===== src/rtl/dm_lsu_pkg.sv =====
// Shared definitions for the data-memory load/store unit: op and exception codes,
// FSM state type and lane/byte-enable helpers.
package dm_lsu_pkg;

    localparam logic [2:0] OP_W  = 3'd0;
    localparam logic [2:0] OP_BU = 3'd1;
    localparam logic [2:0] OP_B  = 3'd2;
    localparam logic [2:0] OP_HU = 3'd3;
    localparam logic [2:0] OP_H  = 3'd4;
    localparam logic [2:0] OP_D  = 3'd5;

    localparam logic [1:0] EXC_NONE   = 2'd0;
    localparam logic [1:0] EXC_ADEL   = 2'd1;
    localparam logic [1:0] EXC_ADES   = 2'd2;
    localparam logic [1:0] EXC_BUSERR = 2'd3;

    typedef enum logic [1:0] {StIdle, StBus, StResp} state_e;

    // Byte lane within the bus word; bit 2 only exists on a 64-bit bus.
    function automatic logic [2:0] lane_of(input logic [2:0] addr_lo, input int unsigned dw);
        return (dw == 64) ? addr_lo : {1'b0, addr_lo[1:0]};
    endfunction

    function automatic logic [7:0] be_gen(input logic [2:0] op, input logic [2:0] lane);
        logic [7:0] be;
        case (op)
            OP_B, OP_BU: be = 8'h01 << lane;
            OP_H, OP_HU: be = 8'h03 << lane;
            OP_W:        be = 8'h0F << lane;
            OP_D:        be = 8'hFF;
            default:     be = 8'h00;
        endcase
        return be;
    endfunction

endpackage


===== src/rtl/dm_lsu_ext.sv =====
// Combinational lane logic: load-data extraction/extension and store byte enables
// with lane-shifted write data.
module dm_lsu_ext
    import dm_lsu_pkg::*;
#(
    parameter int unsigned DW = 32
) (
    input  logic [DW-1:0]   rdata,
    input  logic [2:0]      rd_op,
    input  logic [2:0]      rd_lane,
    output logic [DW-1:0]   rd_ext,
    input  logic [DW-1:0]   wdata,
    input  logic [2:0]      wr_op,
    input  logic [2:0]      wr_lane,
    output logic [DW/8-1:0] wr_be,
    output logic [DW-1:0]   wr_data
);

    logic [DW-1:0] rd_sh;

    always_comb begin
        rd_sh = rdata >> {rd_lane, 3'b000};
        case (rd_op)
            OP_B:    rd_ext = DW'($signed(rd_sh[7:0]));
            OP_BU:   rd_ext = DW'(rd_sh[7:0]);
            OP_H:    rd_ext = DW'($signed(rd_sh[15:0]));
            OP_HU:   rd_ext = DW'(rd_sh[15:0]);
            // Sign-extends on a 64-bit bus, identity on a 32-bit one.
            OP_W:    rd_ext = DW'($signed(rd_sh[31:0]));
            default: rd_ext = rd_sh;
        endcase
    end

    assign wr_be   = (DW/8)'(be_gen(wr_op, wr_lane));
    assign wr_data = wdata << {wr_lane, 3'b000};

endmodule


===== src/rtl/dm_lsu.sv =====
// Load/store unit between the M stage and the data-memory bus: request/ack handshake
// with timeout, alignment checks, and a pipeline stall while an access is in flight.
module dm_lsu
    import dm_lsu_pkg::*;
#(
    parameter int unsigned DW      = 32,
    parameter int unsigned AW      = 32,
    parameter int unsigned TIMEOUT = 255
) (
    input  logic            clk,
    input  logic            reset,
    input  logic            req_valid,
    output logic            req_ready,
    input  logic            req_we,
    input  logic [2:0]      req_op,
    input  logic [AW-1:0]   req_addr,
    input  logic [DW-1:0]   req_wdata,
    output logic            rsp_valid,
    output logic [DW-1:0]   rsp_data,
    output logic [1:0]      rsp_exc,
    output logic            bus_req,
    output logic            bus_we,
    output logic [AW-1:0]   bus_addr,
    output logic [DW/8-1:0] bus_be,
    output logic [DW-1:0]   bus_wdata,
    input  logic            bus_ack,
    input  logic [DW-1:0]   bus_rdata,
    output logic            stall
);

    localparam int unsigned BW = DW / 8;
    localparam int unsigned CW = $clog2(TIMEOUT + 1);

    state_e          state_q, state_d;
    logic [CW-1:0]   cnt_q, cnt_d;
    logic [DW-1:0]   rsp_data_q, rsp_data_d;
    logic [1:0]      rsp_exc_q, rsp_exc_d;
    logic [2:0]      op_q, lane_q;
    logic            bus_we_q;
    logic [AW-1:0]   bus_addr_q;
    logic [BW-1:0]   bus_be_q;
    logic [DW-1:0]   bus_wdata_q;

    logic [2:0]      lane_in;
    logic            misalign, illegal, launch;
    logic [DW-1:0]   rd_ext, wr_data;
    logic [BW-1:0]   wr_be;

    assign lane_in = lane_of(req_addr[2:0], DW);

    always_comb begin
        case (req_op)
            OP_H, OP_HU: misalign = req_addr[0];
            OP_W:        misalign = |req_addr[1:0];
            OP_D:        misalign = |req_addr[2:0];
            default:     misalign = 1'b0;
        endcase
    end

    assign illegal = (req_op > OP_D) || ((req_op == OP_D) && (DW == 32));

    dm_lsu_ext #(.DW(DW)) u_ext (
        .rdata   (bus_rdata),
        .rd_op   (op_q),
        .rd_lane (lane_q),
        .rd_ext  (rd_ext),
        .wdata   (req_wdata),
        .wr_op   (req_op),
        .wr_lane (lane_in),
        .wr_be   (wr_be),
        .wr_data (wr_data)
    );

    always_comb begin
        state_d    = state_q;
        cnt_d      = cnt_q;
        rsp_data_d = rsp_data_q;
        rsp_exc_d  = rsp_exc_q;
        launch     = 1'b0;
        unique case (state_q)
            StIdle: begin
                if (req_valid) begin
                    if (misalign || illegal) begin
                        rsp_exc_d  = req_we ? EXC_ADES : EXC_ADEL;
                        rsp_data_d = '0;
                        state_d    = StResp;
                    end else begin
                        launch  = 1'b1;
                        cnt_d   = '0;
                        state_d = StBus;
                    end
                end
            end
            StBus: begin
                if (bus_ack) begin
                    rsp_data_d = bus_we_q ? '0 : rd_ext;
                    rsp_exc_d  = EXC_NONE;
                    state_d    = StResp;
                end else if (cnt_q == CW'(TIMEOUT - 1)) begin
                    rsp_data_d = '0;
                    rsp_exc_d  = EXC_BUSERR;
                    state_d    = StResp;
                end else begin
                    cnt_d = cnt_q + 1'b1;
                end
            end
            StResp:  state_d = StIdle;
            default: state_d = StIdle;
        endcase
    end

    always_ff @(posedge clk or posedge reset) begin
        if (reset) begin
            state_q    <= StIdle;
            cnt_q      <= '0;
            rsp_data_q <= '0;
            rsp_exc_q  <= EXC_NONE;
        end else begin
            state_q    <= state_d;
            cnt_q      <= cnt_d;
            rsp_data_q <= rsp_data_d;
            rsp_exc_q  <= rsp_exc_d;
        end
    end

    always_ff @(posedge clk or posedge reset) begin
        if (reset) begin
            op_q        <= OP_W;
            lane_q      <= '0;
            bus_we_q    <= 1'b0;
            bus_addr_q  <= '0;
            bus_be_q    <= '0;
            bus_wdata_q <= '0;
        end else if (launch) begin
            op_q        <= req_op;
            lane_q      <= lane_in;
            bus_we_q    <= req_we;
            bus_addr_q  <= req_addr & ~AW'(BW - 1);
            bus_be_q    <= wr_be;
            bus_wdata_q <= wr_data;
        end
    end

    assign req_ready = (state_q == StIdle);
    assign rsp_valid = (state_q == StResp);
    assign bus_req   = (state_q == StBus);
    assign rsp_data  = rsp_data_q;
    assign rsp_exc   = rsp_exc_q;
    assign bus_we    = bus_we_q;
    assign bus_addr  = bus_addr_q;
    assign bus_be    = bus_be_q;
    assign bus_wdata = bus_wdata_q;
    assign stall     = (req_valid & ~req_ready) | (state_q != StIdle);

endmodule


===== config.mk =====
export PLATFORM = sky130hd
export DESIGN_NAME = dm_lsu
export DESIGN_NICKNAME = d
export VERILOG_FILES = /design/src/rtl/dm_lsu_pkg.sv /design/src/rtl/dm_lsu_ext.sv /design/src/rtl/dm_lsu.sv
export SDC_FILE = /design/constraint.sdc
export NUM_CORES = 1
export LEC_CHECK = 0
export BUFFER_PORTS_ARGS = -buffer_cell sky130_fd_sc_hd__clkbuf_2
export CAP_MARGIN = 20
export CORE_ASPECT_RATIO = 1.4
export CORE_UTILIZATION = 35
export DETAILED_ROUTE_END_ITERATION = 16
export GPL_TIMING_DRIVEN = 0
export PLACE_DENSITY = 0.7
export REMOVE_ABC_BUFFERS = 1
export SLEW_MARGIN = 20
export SYNTH_ARGS = -nofsm -noshare
export SYNTH_HDL_FRONTEND = slang
export SYNTH_SLANG_ARGS = --single-unit

===== constraint.sdc =====
create_clock -name clk -period 9.6 [get_ports clk]
set_input_delay 0 -clock clk [delete_from_list [all_inputs] [get_ports clk]]
set_output_delay 0 -clock clk [all_outputs]
set_load 0.01 [all_outputs]

==> results.cfg, run 1 <==
[floorplanning]
num_rows = 54
die-area_mm2 = 0.0167
die_h_um = 153
ios = 211
coreArea_mm2 = 0.0157
initial_utilization = 0.360
fp.dieW_um = 110

[setup_path]
critPathCaptureType = flop
critPathBufInv = 0
path_cells = mux4_2, nor3b_1, a21oi_1, o2bb2ai_1
crit_start = lane_q[0]
crit_family = flip-flops
arrival_ns = 2.94
start_kind = flop
reg2reg_from = lane_q[0]
critPathKind = flop to flop
required_ns = 9.92
worstPathMaxFanout = 29
slowest_stage = dfrtp_1
cpPeakStageDelay_ns = 1.03

[synthesis]
synth_area_mm2 = 0.00567
ys.flop_type = dfrtp_1
synth_edf_count = 0
postSynthAreaPerCell_um2 = 10.8
synth_seq_cells = 116
synthAdderAreaFrac = 0.00441
synth_compound_area_frac = 0.183
synth_top_family_by_area = compound AO/OA/AOI/OAI gates
yosysTopAreaCellShare = 0.512
ys_seq_area_frac = 0.512
synth_largest_area_cell = dfrtp_1
synthCells = 523
synthArstFlopShare = 1.00
synth_cell_type_count = 52
yosys.area_share.simple = 0.0847
ys_warn_count = 0
synth_xor_area_frac = 0.00618
synth.area.top_cells = dfrtp_1 51%, mux2_2 10%, mux2i_1 6.0%
muxShareOfSynthArea = 0.167

[clocking]
post_cts_resized = 0
clock_sinks = 116
clockBufferDepth = 2
clk_pin_slew_ns = 0.05
ctsHoldBuffers = 63
cts_root_buffer = clkbuf_16
cts_made_buffers = 17
post_cts_buffers = 0
insertion_delay_ns = 0.41
cts_tree = built
htree_levels = 4

[cells_and_area]
nNetsFinal = 882
final_common_cell = clkbuf_2
diodes = 0
drive_gt1_frac = 0.385
areaGrowthSynthToFinish_pct = 44.4
design_area_mm2 = 0.00819
layout_common_cells = 208 x clkbuf_2, 115 x dfrtp_1, 63 x dlygate4sd3_1

[detailed_routing]
dr.first_iter.drc_count = 222
drc = 0
dr.pass1.iters = 4
dr_total_vias = 4968
routedWlPerCell_um = 15.7
routed_wl_um = 15400
postRouteAntennaNets = 0
routed_via_density = 5.04

[sta]
drv_slew = 0
worstMarginPinSlew_ns = 1.06
fin_ws_ns = 6.97
hold_ws_ns = 0.0157
tns_ns = 0
setup_viol = 0
layout_min_cycle_time_ns = 2.63
clock_skew_ns = 0.00784
rsz0062_at_grt = no
hold_viol = 0
slew-limit-headroom = 0.295
max_freq_mhz = 381
period_share = 0.274

[grt]
grt_pass1_wl_um = 24600
grt_pass1_vias = 5025
antenna_found_initial = 0
track_usage = 0.191
grt_max_degree = 63
grt-ovfl-total = 0

[power]
power_density_mw_per_mm2 = 305
p_total_mw = 2.50
irDropWorstVdd_mv = 0.181
power.leakage_nw = 3.93

[place]
gp_congestion = 0.750
pre_cts_ws_ns = 6.86
dp_hpwl_um = 10300
dpl-instance-area_mm2 = 0.00693
io_buffers = 208

[min_path]
hp-class = primary input to flop
hold_start = bus_rdata[6]

[flow_run]
maxCapViolations = 0

[run_status]
outcome = completed
[cell families after synthesis]
family	count (synthesis)
flops	116
xor+xnor	4
simple gates	102
other cells	1
compound gates	156
mux	87
fa+ha+maj	2
buf+inv	55
[tightest hold or removal path: cells and delay by family]
kind	cells	cell delay, ns
muxes	1	0.12
buffers and inverters	1	0.08
AOI/OAI and AO/OA	2	0.18
[per-layer routing]
metal / wire length, µm / vias up / GRT usage
met2: 7790 / 187 / 0.331
met4: 351 / 0 / 0.0749
met3: 906 / 27 / 0.0569
li1: - / 2410 / -
met5: 0 / - / 0
met1: 6380 / 2344 / 0.216
[final timing paths]
| path | endpoint | slack [ns] | cells after the start |
|---|---|---|---|
| max | rsp_data[10] | 6.97 | 4 |
| min reg2reg | bus_be[0] | 0.48 | 1 |
| min in group asynchronous | bus_addr[22] | 0.22 | 3 |
| max reg2reg | rsp_data[10] | 6.97 | 4 |
| min | rsp_data[6] | 0.02 | 4 |
| max in group asynchronous | lane_q[1] | 8.68 | 4 |
[metrics by stage]
stage | utilization | instances
2_1_floorplan | - | 481
5_1_grt | 0.520 | 985
3_3_place_gp | 0.430 | 885
4_1_cts | 0.520 | 985
3_5_place_dp | 0.440 | 890
6_report | 0.520 | 985
[cell usage after synthesis, drive strengths merged, types with 8 or more instances]
| library cell | number |
|---|---|
| dfrtp | 116 |
| mux2 | 52 |
| nand2 | 49 |
| o21ai | 40 |
| a21oi | 38 |
| mux2i | 34 |
| o2bb2ai | 30 |
| clkbuf | 24 |
| buf | 19 |
| nor2 | 17 |
| nor2b | 13 |
| inv | 12 |
| a211oi | 9 |
| a22o | 9 |
| o31ai | 8 |
[registers in the layout, indices dropped and copies added (netlist names)]
signal     count
rsp_exc        2
bus_addr      30
lane_q         2
cnt_q          8
bus_wdata     32
bus_be         4
state_q        2
bus_we         1
rsp_data      32
op_q           3
[final cells by class]
cell class	instances	area [µm²]
clock buffers	19	443
clock inverters	13	181
fillers	1393	7550
inverters	12	50.0
multi-input cells	353	2560
flip-flops and latches	116	2900
well taps	196	245
repair buffers	276	1810
[report_power, final]
| group | total (mW) | switching [mW] | leakage [nW] | internal [mW] |
|---|---|---|---|---|
| registers | 0.888 | 0.175 | 1.48 | 0.712 |
| clock network | 0.669 | 0.229 | 0.291 | 0.440 |
| logic | 0.942 | 0.491 | 2.16 | 0.451 |
(Power assumes the default switching activity.)
==> run 2: changes to the inputs <==
--- a/config.mk
+++ b/config.mk
@@ -5,13 +5,14 @@
 export SDC_FILE = /design/constraint.sdc
 export NUM_CORES = 1
 export LEC_CHECK = 0
+export ABC_AREA = 1
 export BUFFER_PORTS_ARGS = -buffer_cell sky130_fd_sc_hd__clkbuf_2
 export CAP_MARGIN = 20
 export CORE_ASPECT_RATIO = 1.4
 export CORE_UTILIZATION = 35
 export DETAILED_ROUTE_END_ITERATION = 16
 export GPL_TIMING_DRIVEN = 0
-export PLACE_DENSITY = 0.7
+export PLACE_DENSITY = 0.69
 export REMOVE_ABC_BUFFERS = 1
 export SLEW_MARGIN = 20
 export SYNTH_ARGS = -nofsm -noshare
==> constraint.sdc (replaced) <==
create_clock -name clk -period 2.7 [get_ports clk]
set_input_delay 0 -clock clk [delete_from_list [all_inputs] [get_ports clk]]
set_output_delay 0 -clock clk [all_outputs]
set_load 0.01 [all_outputs]
==> results.cfg, run 2 <==
[cells_and_area]
final_common_cell = nand2_1
areaGrowthSynthToFinish_pct = 41.0
diodes = 0
finalNonFillerCells = 1344
nNetsFinal = 1201
layout_common_cells = 329 x nand2_1, 207 x clkbuf_2, 122 x nand3_1
design_area_mm2 = 0.00882
drive_gt1_frac = 0.249
fin_util = 0.507

[synthesis]
yosysTopAreaCellShare = 0.464
ys_seq_area_frac = 0.464
synth_cell_type_count = 36
synth_area_mm2 = 0.00626
yosys.area_share.simple = 0.372
synth_common_cells = 329 x nand2_1, 122 x nand3_1, 116 x dfrtp_1, 42 x nor2_1, 36 x o21ai_0
synthArstFlopShare = 1.00
synth_seq_cells = 116
synthAdderAreaFrac = 0.00400
synth_top_family_by_area = simple AND/OR/NAND/NOR gates
postSynthAreaPerCell_um2 = 7.63
synth_edf_count = 0
ys_warn_count = 0
synth_compound_area_frac = 0.0656
synth.area.top_cells = dfrtp_1 46%, nand2_1 20%, nand3_1 9.8%
synthCells = 820
synth.most_common_cell = nand2_1
synth_xor_area_frac = 0.00140
synth_largest_area_cell = dfrtp_1
ys.flop_type = dfrtp_1
muxShareOfSynthArea = 0.0112

[sta]
max_freq_mhz = 400
period_share = 0.926
slew-limit-headroom = 0.330
tns_ns = 0
setup_viol = 0
fin_ws_ns = 0.199
hold_ws_ns = 0.0116
rsz0062_at_grt = no
drv_slew = 0
worstMarginPinSlew_ns = 1.00
hold_viol = 0
clock_skew_ns = 0.00889
layout_min_cycle_time_ns = 2.50

[clocking]
insertion_delay_ns = 0.42
clockBufferDepth = 2
clock_sinks = 116
cts_root_buffer = clkbuf_16
htree_levels = 4
cts_made_buffers = 17
cts_tree = built
clk_pin_slew_ns = 0.05

[run_status]
outcome = completed

[setup_path]
path_cells = clkinvlp_2, nand2_1, nand3_1, dlygate4sd3_1, nand3_1, nand2_1
r2r_slack_ns = 0.20
start_kind = flop
slowest_stage = dfrtp_2
arrival_ns = 2.81
cpPeakStageDelay_ns = 0.76
r2r-end = rsp_data[0]
worstPathMaxFanout = 28
reg2reg_from = lane_q[0]
critPathKind = flop to flop
crit_family = buffers and inverters
required_ns = 3.00
critPathBufInv = 2
critPathCaptureType = flop
r2r_cells = 6

[min_path]
hold_depth = 5
hold_end = rsp_data[30]
hold_start = bus_rdata[30]
hp-class = primary input to flop

[detailed_routing]
drc = 0
routed_wl_um = 20300
routed_via_density = 4.96
dr.first_iter.drc_count = 566
dr_total_vias = 6660
dr.pass1.iters = 5
postRouteAntennaNets = 0
routedWlPerCell_um = 15.1

[floorplanning]
initial_utilization = 0.360
ios = 211
die-area_mm2 = 0.0184
coreArea_mm2 = 0.0174
fp.dieW_um = 115
num_rows = 57
die_h_um = 160

[place]
gp_congestion = 0.780
pre_cts_ws_ns = -0.229
io_buffers = 208
place_inst = 1218
dp_hpwl_um = 12100
dpl-instance-area_mm2 = 0.00732

[grt]
track_usage = 0.220
grt_max_degree = 73
grt-ovfl-total = 0
grt_pass1_wl_um = 31900
antenna_found_initial = 0
grt_pass1_vias = 6463

[flow_run]
maxCapViolations = 0

[power]
p_total_mw = 8.95
irDropWorstVdd_mv = 0.426
power_density_mw_per_mm2 = 1010
power.leakage_nw = 4.81
-- run 2: logic make-up (layout without fill, tap and decap cells) --
logic type | count (synthesis) | in the layout
simple gates | 533 | 535
flops | 116 | 116
buf+inv | 86 | 371
compound gates | 74 | 74
mux | 7 | 7
fa+ha+maj | 2 | 2
other cells | 1 | 2
xor+xnor | 1 | 1
-- run 2: worst max path at each step --
stage | startpoint | to | depth (start not counted)
2_1_floorplan | reset | bus_addr[10] | 1
3_3_place_gp | reset | bus_wdata[5] | 2
3_5_place_dp | req_addr[0] | bus_addr[3] | 10
4_1_cts | req_addr[0] | op_q[0] | 10
5_1_grt | lane_q[0] | rsp_data[31] | 7
6_report | lane_q[0] | rsp_data[0] | 6
-- run 2: per-layer routing --
layer	up-vias	global-route usage	wire length, µm
li1	3211	-	-
met1	3154	0.267	8510
met2	257	0.365	10100
met3	38	0.0440	1080
met4	0	0.113	578
met5	-	0	0
-- run 2: final cells by class --
class	count	area, µm²
fillers	1672	8580
multi-input cells	621	2880
clock buffers	19	453
clock inverters	13	103
repair buffers	303	2040
repair inverters	1	5.00
well taps	236	295
inverters	35	140
flip-flops and latches	116	2910
-- run 2: power breakdown --
group	switching (mW)	internal (mW)
combinational	2.36	1.39
sequential	0.577	2.50
clock	0.881	1.23
-- run 2: worst min-delay path: stages --
cell and delay (ns):
clkbuf_2 0.09, nand2_1 0.08, o21ai_0 0.08, nand3_1 0.09, nand2_1 0.05
-- run 2: timing repair --
action,CTS,global route
setup endpoints to repair,16,65
hold buffers,91,0
gates cloned,0,3
hold endpoints to repair,125,0
setup buffers,0,0
resized for setup,1,2
==> run 3: changes to the inputs <==
--- a/config.mk
+++ b/config.mk
@@ -12,7 +12,6 @@
 export CORE_UTILIZATION = 35
 export DETAILED_ROUTE_END_ITERATION = 16
 export GPL_TIMING_DRIVEN = 0
-export PLACE_DENSITY = 0.69
 export REMOVE_ABC_BUFFERS = 1
 export SLEW_MARGIN = 20
 export SYNTH_ARGS = -nofsm -noshare
==> results.cfg, run 3 (synthesis results as in run 2) <==
[sta]
fin_ws_ns = 0.239
setup_viol = 0
hold_ws_ns = 0.0250
period_share = 0.911
layout_min_cycle_time_ns = 2.46
hold_viol = 0
slew-limit-headroom = 0.318
max_freq_mhz = 406
clock_skew_ns = 0.00667
drv_slew = 0
worstMarginPinSlew_ns = 1.02
tns_ns = 0
rsz0062_at_grt = no

[cells_and_area]
layout_common_cells = 329 x nand2_1, 207 x clkbuf_2, 122 x nand3_1
diodes = 0
finalNonFillerCells = 1344
areaGrowthSynthToFinish_pct = 42.4
drive_gt1_frac = 0.248
final_common_cell = nand2_1
nNetsFinal = 1201
fill_cells = 1727

[clocking]
post_cts_buffers = 0
clk_pin_slew_ns = 0.06
clock_sinks = 116
cts_root_buffer = clkbuf_16
cts_made_buffers = 17
cts_tree = built
clockBufferDepth = 2
htree_levels = 4
insertion_delay_ns = 0.41

[detailed_routing]
dr.first_iter.drc_count = 450
postRouteAntennaNets = 0
routed_via_density = 4.83
dr_total_vias = 6495
dr.pass1.iters = 6
drc = 0
routedWlPerCell_um = 14.6
routed_wl_um = 19700

[grt]
grt_max_degree = 73
use_met1 = 0.253
grtUsageMet3 = 0.0565
antenna_found_initial = 0
grt-ovfl-total = 0
track_usage = 0.216
grt_pass1_vias = 6327
grt_pass1_wl_um = 31100
busiest_layer = met2
use_met2 = 0.370

[setup_path]
required_ns = 3.00
start_kind = flop
arrival_ns = 2.76
worstPathMaxFanout = 27
critPathCaptureType = flop
critPathKind = flop to flop

[place]
place_inst = 1218
pre_cts_ws_ns = -0.210
dp_hpwl_um = 12300
gp_congestion = 0.785
io_buffers = 208

[floorplanning]
num_rows = 57
coreArea_mm2 = 0.0174
fp.dieW_um = 115
die-area_mm2 = 0.0184
die_h_um = 160
ios = 211
initial_utilization = 0.360

[power]
power.leakage_nw = 4.85
power_density_mw_per_mm2 = 1040
irDropWorstVdd_mv = 0.478
p_total_mw = 9.28

[flow_run]
maxCapViolations = 0

[run_status]
outcome = completed

[min_path]
hp-class = primary input to flop
[run 3: changes by cell type in the layout (fill, tap and decap cells not counted), sizes merged]
cell	change
bufinv	+4
clkbuf	-2
clkinvlp	-3
nor2	-1
clkinv	-3
inv	+3
dlygate4sd3	+2
[run 3: final timing paths]
path / from / to / slack (ns) / cells past startpoint
max in group asynchronous: reset / bus_addr[7] / 1.82 / 4
max reg2reg: lane_q[0] / rsp_data[29] / 0.24 / 7
min: bus_ack / rsp_exc[1] / 0.02 / 6
max: lane_q[0] / rsp_data[29] / 0.24 / 7
min reg2reg: rsp_data[21] / rsp_data[21] / 0.47 / 2
min in group asynchronous: reset / rsp_data[5] / 0.19 / 3
[run 3: final cells by class]
cell class	instances	area (µm²)	share of cell area
Inverter	35	144	0.0161
Timing Repair Buffer	305	2050	0.230
Clock buffer	17	425	0.0477
Multi-Input combinational cell	620	2870	0.322
Sequential cell	116	2910	0.326
Clock inverter	15	219	0.0246
Tap cell	236	295	0.0331
[run 3: critical path, cell delays in order, from the launching register on]
cell,delay (ns)
dfrtp_2,0.72
inv_1,0.51
nand2_1,0.17
nand3_1,0.11
nand3_2,0.22
nand3b_2,0.36
nand3_1,0.18
nand2_1,0.07
[run 3: power by group]
group          switching (mW)  total [mW]  leakage [nW]  internal [mW]
clock network           0.897        2.47         0.315           1.57
registers               0.572        3.07          1.51           2.50
logic                    2.35        3.74          3.03           1.39
total                    3.82        9.28          4.85           5.46
[run 3: metrics by stage]
step                 util  cell area (µm²)
floorplan               -             5890
global placement    0.415             7220
detailed placement  0.420             7310
CTS                 0.511             8890
global route        0.512             8910
finish              0.512             8910
[run 3: what timing repair did]
action,4_1_cts,5_1_grt
endpoints found under the setup margin,16,30
gates cloned,0,1
gates resized for setup,1,2
hold endpoints to repair,129,0
hold buffers,93,0
[run 3: routing by layer]
layer	up-vias	wire, µm
li1	3227	-
met4	0	471
met1	3020	8190
met2	219	9860
met3	29	1170
met5	-	0
